## src/rtl/stopwatch_counter.sv

```systemverilog
// MM:SS BCD stopwatch that counts one-second ticks, with start/stop, lap-freeze and clear control.
// The count either wraps at MAX_MIN:59 or saturates there, depending on WRAP.
module stopwatch_counter #(
   parameter bit WRAP    = 1'b1,
   parameter int MAX_MIN = 99
) (
   input  logic       clk,
   input  logic       n_rst,
   input  logic       tick,
   input  logic       start_stop,
   input  logic       lap,
   input  logic       clear,
   output logic       run_en,
   output logic [3:0] disp_min_t,
   output logic [3:0] disp_min_o,
   output logic [3:0] disp_sec_t,
   output logic [3:0] disp_sec_o,
   output logic       lap_active,
   output logic       rollover,
   output logic       overflow
);

   typedef enum logic [1:0] {
      IDLE  = 2'd0,
      RUN   = 2'd1,
      LAP   = 2'd2,
      PAUSE = 2'd3
   } state_t;

   localparam logic [3:0]  MAX_T    = 4'(MAX_MIN / 10);
   localparam logic [3:0]  MAX_O    = 4'(MAX_MIN % 10);
   localparam logic [15:0] TERMINAL = {MAX_T, MAX_O, 4'd5, 4'd9};

   // Count packed as {min_t, min_o, sec_t, sec_o}; the terminal value is handled by the caller.
   function automatic logic [15:0] bcd_inc(input logic [15:0] c);
      logic [15:0] r;
      r = c;
      if (c[3:0] != 4'd9) begin
         r[3:0] = c[3:0] + 4'd1;
      end else begin
         r[3:0] = 4'd0;
         if (c[7:4] != 4'd5) begin
            r[7:4] = c[7:4] + 4'd1;
         end else begin
            r[7:4] = 4'd0;
            if (c[11:8] != 4'd9) begin
               r[11:8] = c[11:8] + 4'd1;
            end else begin
               r[11:8]  = 4'd0;
               r[15:12] = c[15:12] + 4'd1;
            end
         end
      end
      return r;
   endfunction

   state_t      state_r;
   state_t      next_state_s;
   logic [15:0] cnt_r;
   logic [15:0] cnt_next_s;
   logic [15:0] lap_r;
   logic        run_en_r;
   logic        rollover_r;
   logic        overflow_r;

   logic        counting_s;
   logic        tick_ok_s;
   logic        terminal_s;
   logic        saturate_s;
   logic        clear_s;
   logic        lap_latch_s;

   // Ticks are ignored once saturated, until clear.
   assign counting_s  = (state_r == RUN) || (state_r == LAP);
   assign tick_ok_s   = tick && counting_s && !overflow_r;
   assign terminal_s  = tick_ok_s && (cnt_r == TERMINAL);
   assign saturate_s  = terminal_s && (WRAP == 1'b0);
   assign clear_s     = (state_r == PAUSE) && !start_stop && clear;
   assign lap_latch_s = (state_r == RUN) && !start_stop && lap;

   // State register.
   always_ff @(posedge clk or posedge n_rst) begin
      if (n_rst) begin
         state_r <= IDLE;
      end else begin
         state_r <= next_state_s;
      end
   end

   // Next-state logic; button priority is start_stop > lap > clear.
   always_comb begin
      next_state_s = state_r;
      case (state_r)
         IDLE: begin
            if (start_stop) next_state_s = RUN;
            else            next_state_s = IDLE;
         end
         RUN: begin
            if (start_stop || saturate_s) next_state_s = PAUSE;
            else if (lap)                 next_state_s = LAP;
            else                          next_state_s = RUN;
         end
         LAP: begin
            if (start_stop || saturate_s) next_state_s = PAUSE;
            else if (lap)                 next_state_s = RUN;
            else                          next_state_s = LAP;
         end
         PAUSE: begin
            if (start_stop) next_state_s = RUN;
            else if (clear) next_state_s = IDLE;
            else            next_state_s = PAUSE;
         end
         default: next_state_s = IDLE;
      endcase
   end

   // Next live count: clear, wrap to zero, hold at terminal, or BCD increment.
   always_comb begin
      cnt_next_s = cnt_r;
      if (clear_s) begin
         cnt_next_s = 16'h0000;
      end else if (terminal_s) begin
         if (WRAP == 1'b1) cnt_next_s = 16'h0000;
         else              cnt_next_s = cnt_r;
      end else if (tick_ok_s) begin
         cnt_next_s = bcd_inc(cnt_r);
      end else begin
         cnt_next_s = cnt_r;
      end
   end

   // Live count, lap latch and status registers.
   always_ff @(posedge clk or posedge n_rst) begin
      if (n_rst) begin
         cnt_r      <= 16'h0000;
         lap_r      <= 16'h0000;
         run_en_r   <= 1'b0;
         rollover_r <= 1'b0;
         overflow_r <= 1'b0;
      end else begin
         cnt_r      <= cnt_next_s;
         run_en_r   <= (next_state_s == RUN) || (next_state_s == LAP);
         rollover_r <= terminal_s && (WRAP == 1'b1);
         if (clear_s)          lap_r <= 16'h0000;
         else if (lap_latch_s) lap_r <= cnt_r;
         else                  lap_r <= lap_r;
         if (clear_s)         overflow_r <= 1'b0;
         else if (saturate_s) overflow_r <= 1'b1;
         else                 overflow_r <= overflow_r;
      end
   end

   // Output decode: the display shows the frozen lap value only while in LAP.
   always_comb begin
      run_en     = run_en_r;
      rollover   = rollover_r;
      overflow   = overflow_r;
      lap_active = (state_r == LAP);
      if (state_r == LAP) begin
         {disp_min_t, disp_min_o, disp_sec_t, disp_sec_o} = lap_r;
      end else begin
         {disp_min_t, disp_min_o, disp_sec_t, disp_sec_o} = cnt_r;
      end
   end

endmodule

```

## config.mk

```make
export PLATFORM = sky130hd
export DESIGN_NAME = stopwatch_counter
export DESIGN_NICKNAME = d
export VERILOG_FILES = /design/src/rtl/stopwatch_counter.sv
export SDC_FILE = /design/constraint.sdc
export NUM_CORES = 1
export LEC_CHECK = 0
export BUFFER_PORTS_ARGS = -buffer_cell sky130_fd_sc_hd__buf_4
export CAP_MARGIN = 10
export CORE_ASPECT_RATIO = 0.75
export CORE_MARGIN = 1.5
export CORE_UTILIZATION = 57
export DETAILED_ROUTE_END_ITERATION = 7
export PLACE_DENSITY = 0.79
export REMOVE_ABC_BUFFERS = 1
export SLEW_MARGIN = 5
export SYNTH_ARGS = -nofsm -noshare
export SYNTH_HDL_FRONTEND = slang
export SYNTH_SLANG_ARGS = --single-unit
export TNS_END_PERCENT = 20
```

## constraint.sdc

```tcl
create_clock -name clk -period 2.55 [get_ports clk]
set_input_delay 0.255 -clock clk [delete_from_list [all_inputs] [get_ports clk]]
set_output_delay 0.255 -clock clk [all_outputs]
set_load 0.05 [all_outputs]
```

==> impl_metrics.ini <==
[drt]
drc = 0
dr_total_vias = 1676
drt-initial-drc-count = 136
drt_pre_antenna_iters = 4
viasPerCell = 5.68
drt_wl_total_um = 4090
final_antenna_net_count = 0
drt-wirelength-per-cell_um = 13.8

[final_layout]
instances_no_fill = 295
fillerInstances = 276
nNetsFinal = 272
multi_input_area_sq_um = 1070
layout-drive-gt1-share_pct = 20.4
syn_to_final_growth_pct = 14.3
diodes = 0
seqCellArea_sq_um = 901

[synth]
ys_ff_latch = 36
yosys.area_share.simple_pct = 23.3
synth_cells = 234
synth-xor-area-share_pct = 0
yosysSeqAreaShare_pct = 43.3
synthesis.area_sq_um = 2080
synth-compound-area-share_pct = 12.5
synthMuxAreaShare_pct = 8.43
synthAdderAreaFrac_pct = 7.22
synth.avg_cell_area_sq_um = 8.88
yosysWarnings = 0
synth_cell_type_count = 37
synth_top_family_by_area = simple AND/OR/NAND/NOR gates

[floorplan]
die_h_um = 55.3
core-area_sq_um = 3380
rows = 18
io_pins = 26
start_util_pct = 61.5
die-area_sq_um = 4020
die_w_um = 72.7

[global_route]
grt_pass1_vias = 1503
track_usage_pct = 22.8
grt_max_degree = 24
grt_remaining_overflow = 0
grt_antenna_before_repair = 0
grt_pass1_wl_um = 6920

[sta]
fmax_mhz = 463
finClkSkew_ps = 9.26
fin_crit_ps = 2160
fin_setup_tns_ps = 0
setup_viol = 0
rsz0062_at_grt = no
period_share_pct = 84.7
worst_slack_ps = 391
relSlewSlack_pct = 52.1
hold_viol_final = 0
slew_viol_final = 0
worstMarginPinSlew_ps = 717

[setup_path]
critPathMaxFanout = 21
cp_data_required_time_ps = 2300
end_kind = primary output
start_kind = register
cp_cell_sequence = inv_1, ha_1, buf_12, mux2_2, buf_4
critPathArrivalTime_ps = 1900
slowest_delay_ps = 400
crit_type = reg2out
critPathSlowestCell = dfrtp_1

[placement]
dpl_worst_slack_ps = 610
place_congestion = 0.798
placed_cells = 286
post-dp-hpwl_um = 2820
io_buffers = 24

[clocking]
cts_buffer_depth = 2
cts_tree = yes
clk_latency_ps = 300
cts_max_level = 2
clock_sinks = 36
cts-buffers-inserted = 5
clockRootBuffer = clkbuf_8
clkTransAtPathRegs_ps = 70
ctsResizeCount = 0
post-cts-setup-buffers = 0

[status]
outcome = finished, final reports clean

[power_and_ir_drop]
ir_drop_v = 0.000793
cellLeakagePower_nw = 1.11
p_per_area_nw_per_um2 = 898

[job]
maxCapViolations = 0

[worst_hold_path]
hold_path_class = in2reg
-- layer usage --
metal	up-vias	wire, um	track usage (%)
met4	0	36	5.66
met3	4	201	8.76
met1	791	2050	30.9
met2	40	1800	34.3
met5	-	0	0
li1	841	-	-
-- worst paths after layout --
check / from / to / slack, ps / cells past startpoint
max reg2reg: cnt_r[0] / cnt_r[15] / 590 / 5
max in group asynchronous: n_rst / cnt_r[10] / 1310 / 4
min reg2reg: lap_r[8] / lap_r[8] / 520 / 2
max: state_r[0] / disp_min_t[2] / 390 / 5
min in group asynchronous: n_rst / state_r[0] / 560 / 3
min: start_stop / state_r[1] / 230 / 2
-- worst max-delay path: cells and delay by family, from the launching register on --
family | cells | cell delay (ps)
buffers and inverters | 3 | 480
adder cells (fa/ha/maj) | 1 | 360
multiplexers | 1 | 350
flip-flops | 1 | 400
-- cell families after synthesis --
family | count (synthesis)
compound gates | 46
fa+ha+maj | 12
flops | 36
simple gates | 99
other cells | 1
mux | 16
buf+inv | 24
-- cell type report --
| type | instances | area share [%] |
|---|---|---|
| timing repair buffer | 28 | 9.48 |
| multi-input combinational | 174 | 45.2 |
| sequential | 36 | 37.9 |
| clock buffer | 6 | 3.48 |
| tap | 40 | 2.11 |
| inverter | 9 | 1.42 |
| clock inverter | 2 | 0.421 |
-- Yosys cell counts (all sizes together) --
cell | n | area (sq um)
a211o | 1 | 10.0
and3 | 2 | 12.5
a21oi | 28 | 140
mux2 | 12 | 135
conb | 1 | 3.75
inv | 9 | 33.8
nor2 | 18 | 67.6
or4b | 1 | 10.0
nor4b | 2 | 17.5
or4 | 1 | 7.51
nand2 | 49 | 184
and2 | 1 | 8.76
o21ai | 8 | 40.0
buf | 5 | 32.5
a311oi | 1 | 8.76
mux2i | 4 | 40.0
or3 | 3 | 18.8
nor2b | 1 | 6.26
and3b | 4 | 38.8
dfrtp | 36 | 901
o21a | 4 | 30.0
nand3 | 5 | 25.0
o211ai | 1 | 7.51
a221oi | 2 | 17.5
nor3 | 4 | 20.0
a31oi | 1 | 6.26
nand3b | 2 | 15.0
nand4 | 3 | 33.8
clkbuf | 10 | 37.5
ha | 12 | 150
nor4 | 3 | 18.8
-- what timing repair did --
item / in CTS / in global routing
hold buffers: 1 / 0
setup endpoints to repair: 0 / 0
hold endpoints to repair: 2 / 0
-- state kept, by name (all words and copies together), names as in the netlist --
name      flops
cnt_r        16
run_en        1
state_r       2
rollover      1
lap_r        16
-- power by group --
group	switching, mW	internal [mW]	leakage [nW]	total (mW)
Combinational	0.597	0.335	0.575	0.932
Clock	0.206	0.215	0.0510	0.421
Sequential	0.104	0.677	0.488	0.781
Total	0.907	1.23	1.11	2.13
-- cell usage in the layout (no fill, tap or decap), drive strengths merged, types with 3 or more instances in the layout --
master | netlist | layout
nor4 | 3 | 3
nor2 | 18 | 18
mux2 | 12 | 12
buf | 5 | 27
dfrtp | 36 | 36
inv | 9 | 9
and3b | 4 | 4
o21a | 4 | 4
nand4 | 3 | 3
or3 | 3 | 3
o21ai | 8 | 8
a21oi | 28 | 28
mux2i | 4 | 4
ha | 12 | 12
nand2 | 49 | 49
nand3 | 5 | 5
nor3 | 4 | 4
clkbuf | 10 | 6
-- metrics by stage --
step | utilization (%) | instance area (sq um) | total power [mW] | hold WS [ps]
floorplan | - | 2010 | 1.46 | 378
global placement | 67.3 | 2270 | 1.71 | 323
detailed placement | 67.3 | 2270 | 1.72 | 321
CTS | 70.3 | 2380 | 2.15 | 215
global route | 70.3 | 2380 | 2.27 | 228
finish | 70.3 | 2380 | 2.13 | 227
(Power assumes the default switching activity.)
